File: src/rtl/rf_pkg.sv
// Shared widths and the write-request record used by the write-back arbiter.
package rf_pkg;

  localparam int unsigned ADDR_W   = 3;
  localparam int unsigned DATA_W   = 8;
  localparam int unsigned NUM_REGS = 8;

  typedef struct packed {
    logic [ADDR_W-1:0] addr;
    logic [DATA_W-1:0] data;
  } wb_req_t;

endpackage

File: src/rtl/rf_wb_slot.sv
// One holding slot of the write-back arbiter: a valid bit plus the held request.
// A load takes priority over a clear so a drained slot can be refilled in the same cycle.
module rf_wb_slot
  import rf_pkg::*;
(
  input  logic    clk_i,
  input  logic    rst_ni,
  input  logic    load_i,
  input  logic    clear_i,
  input  wb_req_t req_i,
  output logic    valid_o,
  output wb_req_t req_o
);

  logic    valid_d, valid_q;
  wb_req_t req_d, req_q;

  always_comb begin
    valid_d = valid_q;
    req_d   = req_q;
    if (load_i) begin
      valid_d = 1'b1;
      req_d   = req_i;
    end else if (clear_i) begin
      valid_d = 1'b0;
    end
  end

  always_ff @(posedge clk_i or negedge rst_ni) begin
    if (!rst_ni) begin
      valid_q <= 1'b0;
      req_q   <= '0;
    end else begin
      valid_q <= valid_d;
      req_q   <= req_d;
    end
  end

  assign valid_o = valid_q;
  assign req_o   = req_q;

endmodule

File: src/rtl/rf_wb_arbiter.sv
// Two-requester register-file write-back arbiter with oldest-first grant and read hazard flag.
// Optional RF_WB_R0_ZERO_EN: writes to register 0 are accepted but discarded.
module rf_wb_arbiter #(
  parameter int unsigned ADDR_W = 3,
  parameter int unsigned DATA_W = 8
) (
  input  logic              clk,
  input  logic              rst_n,
  input  logic              req0_valid,
  input  logic [ADDR_W-1:0] req0_addr,
  input  logic [DATA_W-1:0] req0_data,
  output logic              req0_ready,
  input  logic              req1_valid,
  input  logic [ADDR_W-1:0] req1_addr,
  input  logic [DATA_W-1:0] req1_data,
  output logic              req1_ready,
  output logic              rf_wr_en,
  output logic [ADDR_W-1:0] rf_write_addr,
  output logic [DATA_W-1:0] rf_write_val,
  input  logic [ADDR_W-1:0] chk_addr1,
  input  logic [ADDR_W-1:0] chk_addr2,
  output logic              hazard,
  output logic              busy
);

  import rf_pkg::*;

  wb_req_t req0_in, req1_in;
  wb_req_t slot0_req, slot1_req;
  logic    slot0_valid, slot1_valid;
  logic    grant0, grant1;
  logic    accept0, accept1;
  logic    load0, load1;
  // Set when slot 1 holds the older write.
  logic    older_d, older_q;

  assign req0_in.addr = req0_addr;
  assign req0_in.data = req0_data;
  assign req1_in.addr = req1_addr;
  assign req1_in.data = req1_data;

  assign grant0 = slot0_valid && (!slot1_valid || !older_q);
  assign grant1 = slot1_valid && (!slot0_valid || older_q);

  assign req0_ready = !slot0_valid || grant0;
  assign req1_ready = !slot1_valid || grant1;

  assign accept0 = req0_valid && req0_ready;
  assign accept1 = req1_valid && req1_ready;

`ifdef RF_WB_R0_ZERO_EN
  assign load0 = accept0 && (req0_addr != '0);
  assign load1 = accept1 && (req1_addr != '0);
`else
  assign load0 = accept0;
  assign load1 = accept1;
`endif

  // Simultaneous loads order slot 0 first so slot 1's value lands last.
  always_comb begin
    older_d = older_q;
    if (load0 && load1) begin
      older_d = 1'b0;
    end else if (load0) begin
      older_d = 1'b1;
    end else if (load1) begin
      older_d = 1'b0;
    end
  end

  always_ff @(posedge clk or negedge rst_n) begin
    if (!rst_n) begin
      older_q <= 1'b0;
    end else begin
      older_q <= older_d;
    end
  end

  rf_wb_slot u_slot0 (
    .clk_i   (clk),
    .rst_ni  (rst_n),
    .load_i  (load0),
    .clear_i (grant0),
    .req_i   (req0_in),
    .valid_o (slot0_valid),
    .req_o   (slot0_req)
  );

  rf_wb_slot u_slot1 (
    .clk_i   (clk),
    .rst_ni  (rst_n),
    .load_i  (load1),
    .clear_i (grant1),
    .req_i   (req1_in),
    .valid_o (slot1_valid),
    .req_o   (slot1_req)
  );

  always_comb begin
    rf_wr_en      = grant0 || grant1;
    rf_write_addr = '0;
    rf_write_val  = '0;
    if (grant0) begin
      rf_write_addr = slot0_req.addr;
      rf_write_val  = slot0_req.data;
    end else if (grant1) begin
      rf_write_addr = slot1_req.addr;
      rf_write_val  = slot1_req.data;
    end
  end

  // The granted slot still counts: its write is not visible to readers until the next edge.
  assign hazard = (slot0_valid && ((slot0_req.addr == chk_addr1) ||
                                   (slot0_req.addr == chk_addr2))) ||
                  (slot1_valid && ((slot1_req.addr == chk_addr1) ||
                                   (slot1_req.addr == chk_addr2)));

  assign busy = slot0_valid || slot1_valid;

endmodule

File: config.mk
export PLATFORM = sky130hd
export DESIGN_NAME = rf_wb_arbiter
export DESIGN_NICKNAME = d
export VERILOG_FILES = /design/src/rtl/rf_pkg.sv /design/src/rtl/rf_wb_slot.sv /design/src/rtl/rf_wb_arbiter.sv
export SDC_FILE = /design/constraint.sdc
export NUM_CORES = 1
export LEC_CHECK = 0
export BUFFER_PORTS_ARGS = -buffer_cell sky130_fd_sc_hd__buf_2
export CELL_PAD_IN_SITES_DETAIL_PLACEMENT = 1
export CELL_PAD_IN_SITES_GLOBAL_PLACEMENT = 1
export CORE_MARGIN = 4
export CORE_UTILIZATION = 40
export DETAILED_ROUTE_END_ITERATION = 16
export PLACE_DENSITY_LB_ADDON = 0.1
export SYNTH_ARGS = -nofsm -noshare
export SYNTH_HDL_FRONTEND = slang
export SYNTH_SLANG_ARGS = --single-unit
File: constraint.sdc
create_clock -name clk -period 2.5 [get_ports clk]
set_clock_uncertainty 0.05 [all_clocks]
set_input_delay 0.25 -clock clk [delete_from_list [all_inputs] [get_ports clk]]
set_output_delay 0.25 -clock clk [all_outputs]
set_load 0.005 [all_outputs]
==> results.md <==
- Status: completed
- Cells after Synth: 92
- Ratio of cells with drive above 1 in the final layout: between 50 and 60%
- Final hold violation count: 0
- CTS tree: built
- Die Width: 64.4 um
- Yosys top cell area share: 49.1%
- 1st-pass router iterations: 2
- Reg-to-reg slack, setup: 1080 ps
- Hpwl dp: roughly 2.1 mm
- Area occupied by multi-input gates: 596 um^2
- Setup TNS Final: 0 ps
- Clk slew on worst S/H paths: about 130 ps
- Vias per Instance: 4.80
- Site Rows: 20
- Global Route Usage Sum: around 14%
- Async SR Flop Fraction: 100%
- Post-Place Cell Area: 1520 um^2
- Antenna violations before repair: 0
- Final WL: roughly 2.8 mm
- Filler cells: 360
- Grt ovf: 0
- DRC errors left: 0
- CTS buffer count: 3
- Reg-to-reg critical path startpoint: u_slot0.valid_o
- Max Clk Rate: 437 MHz
- Final period utilization: 91.6%
- Most common cell after layout, fill and taps aside: buf_2
- Routed WL per cell: 15.2 um
- Synth area leaders: dfrtp_1 49%, mux2_4 11%, mux2_2 11%
- Post-synth EDFFs: 0
- Number of global-route vias before repair: a little over 1000
- Max-Slew Margin vs Limit: a little over a third
- Clock Sink Count: 25
- Diodes inserted: 0
- FF/Latch Area: between 600 and 700 um^2
- Area of the die: 4150 um^2
- Chip Height: roughly 64 um
- Cell taking the most area after synthesis: dfrtp_1
- RSZ-0062 raised after global routing: no
- Leakage power: 0.000759 uW
- Core Region: a little over 3000 um^2
- Initial Util: 41.7%
- Netlist cell types: 25
- YS warnings: 0
- P&R area growth vs syn: 22.4%
- Most frequent cells in the layout: 47 x buf_2, 25 x dfrtp_1, 12 x mux2_2
- Worst IR Drop VDD: 0.306 mV
- Drt initial violations: 31
- Critical Path End Type: output port
- Worst min path class: input pin to register
- Post-Syn Area: between 1000 and 1500 um^2
- CTS HTree Levels: 1
- Post-route cell area: roughly 1600 um^2
- Max Cap Viol: 0
- Pwr Density: 627 nW/um^2
- Root Driver: clkbuf_4
- Vias: approximately 900
- First-pass GRT wire length: 4.66 mm
- Postcts setup bufs: 0
- CTS max path bufs: 2
- CP required: 2200 ps
- Finish-stage setup viols: 0
- Synth Flop Type: dfrtp_1
- Kind of start point of the critical path: register
- Final nets: approximately 170
- Hold wc startpoint: req0_data[6]
- Critical Path AT: 1990 ps
- RePlAce Congestion: 0.719
- Post-synthesis net count: 124
- IO Port Bufs: 47
- Post-synthesis sequential area ratio: 49.1%
- Syn Area/Cell: 13.8 um^2
- Critical Path Start: u_slot0.valid_o
- Slew Viols, Final: 0
- Measured slew at the worst slew-check pin: ~970 ps
- IO Count: 48
- Max FO, Critical Path: 11
- Worst skew pair latency: 300 ps
- Post-route ant nets: 0
- Post-synthesis register bit count: 25
- Critical Setup Path Class: register to output port
- Min Tclk post-route: roughly 2300 ps
- Pin count of the biggest net entering global routing: 26
through the flow:
stage               cells  utilization (%)  worst slack (ps)  hold slack, ps  power, uW
global placement      179             49.9               575             213        807
CTS                   184             51.1               208            90.3        991
floorplan              92                -              1210           -95.6        706
global route          184             51.1              67.9            93.1       1040
finish                184             51.1               210            98.5        977
detailed placement    179             49.9               558             222        818
sequential cells by signal, indices dropped and copies added, names as in the netlist:
signal / cells
u_slot0.req_o: 11
u_slot1.req_o: 11
older_q: 1
u_slot0.valid_o: 1
u_slot1.valid_o: 1
power by group:
part,total (uW),internal (uW),leakage [uW],switching (uW)
Combinational,290,172,0.000452,118
Clock,172,62.1,0.0000150,109
Sequential,516,464,0.000292,51.9
kinds of logic after synthesis:
group / synth area share, %
buffers and inverters: 4.13
multiplexers: 22.1
flip-flops: 49.1
AND/OR/NAND/NOR: 6.68
AO/OA/AOI/OAI: 9.73
XOR/XNOR: 8.25
worst paths after layout:
path,to,cells past startpoint
setup / recovery,rf_write_addr[2],3
setup reg to reg,u_slot0.req_o[2],3
min in group asynchronous,u_slot1.req_o[4],2
max in group asynchronous,u_slot0.req_o[10],2
hold reg to reg,u_slot0.req_o[6],1
hold / removal,u_slot0.req_o[6],2
critical path, cell delays in order, from the launching register on:
cell and delay (ps):
dfrtp_1 490, a21boi_1 820, a22o_1 270, buf_2 110
cell usage after synthesis, types with 2 or more instances:
master,n
a22o_1,11
nand4_1,2
nand3_2,2
nor3_1,2
xnor2_1,6
mux2_2,12
xor2_1,6
dfrtp_1,25
buf_2,2
mux2_4,9
routing by layer:
| layer | vias to the layer above | global-route usage (%) | share of wire (%) |
|---|---|---|---|
| met4 | 0 | 3.96 | 0.50 |
| met1 | 430 | 17.9 | 42 |
| met3 | 2 | 3.47 | 6.7 |
| met5 | - | 0 | 0 |
| met2 | 26 | 24.6 | 51 |
| li1 | 426 | - | - |
cell type report:
class                   instances  area share (%)
clock buffers                   4            1.69
inverters                       1           0.241
multi-input cells              61            38.2
flip-flops and latches         25            40.1
well taps                      44            3.53
repair buffers                 49            16.2
repair_timing:
item / in CTS / in global routing
gates resized for setup: 0 / 0
endpoints found under the hold margin: 25 / 0
hold buffers: 1 / 0
No activity file was read; power rests on OpenSTA's default activity.
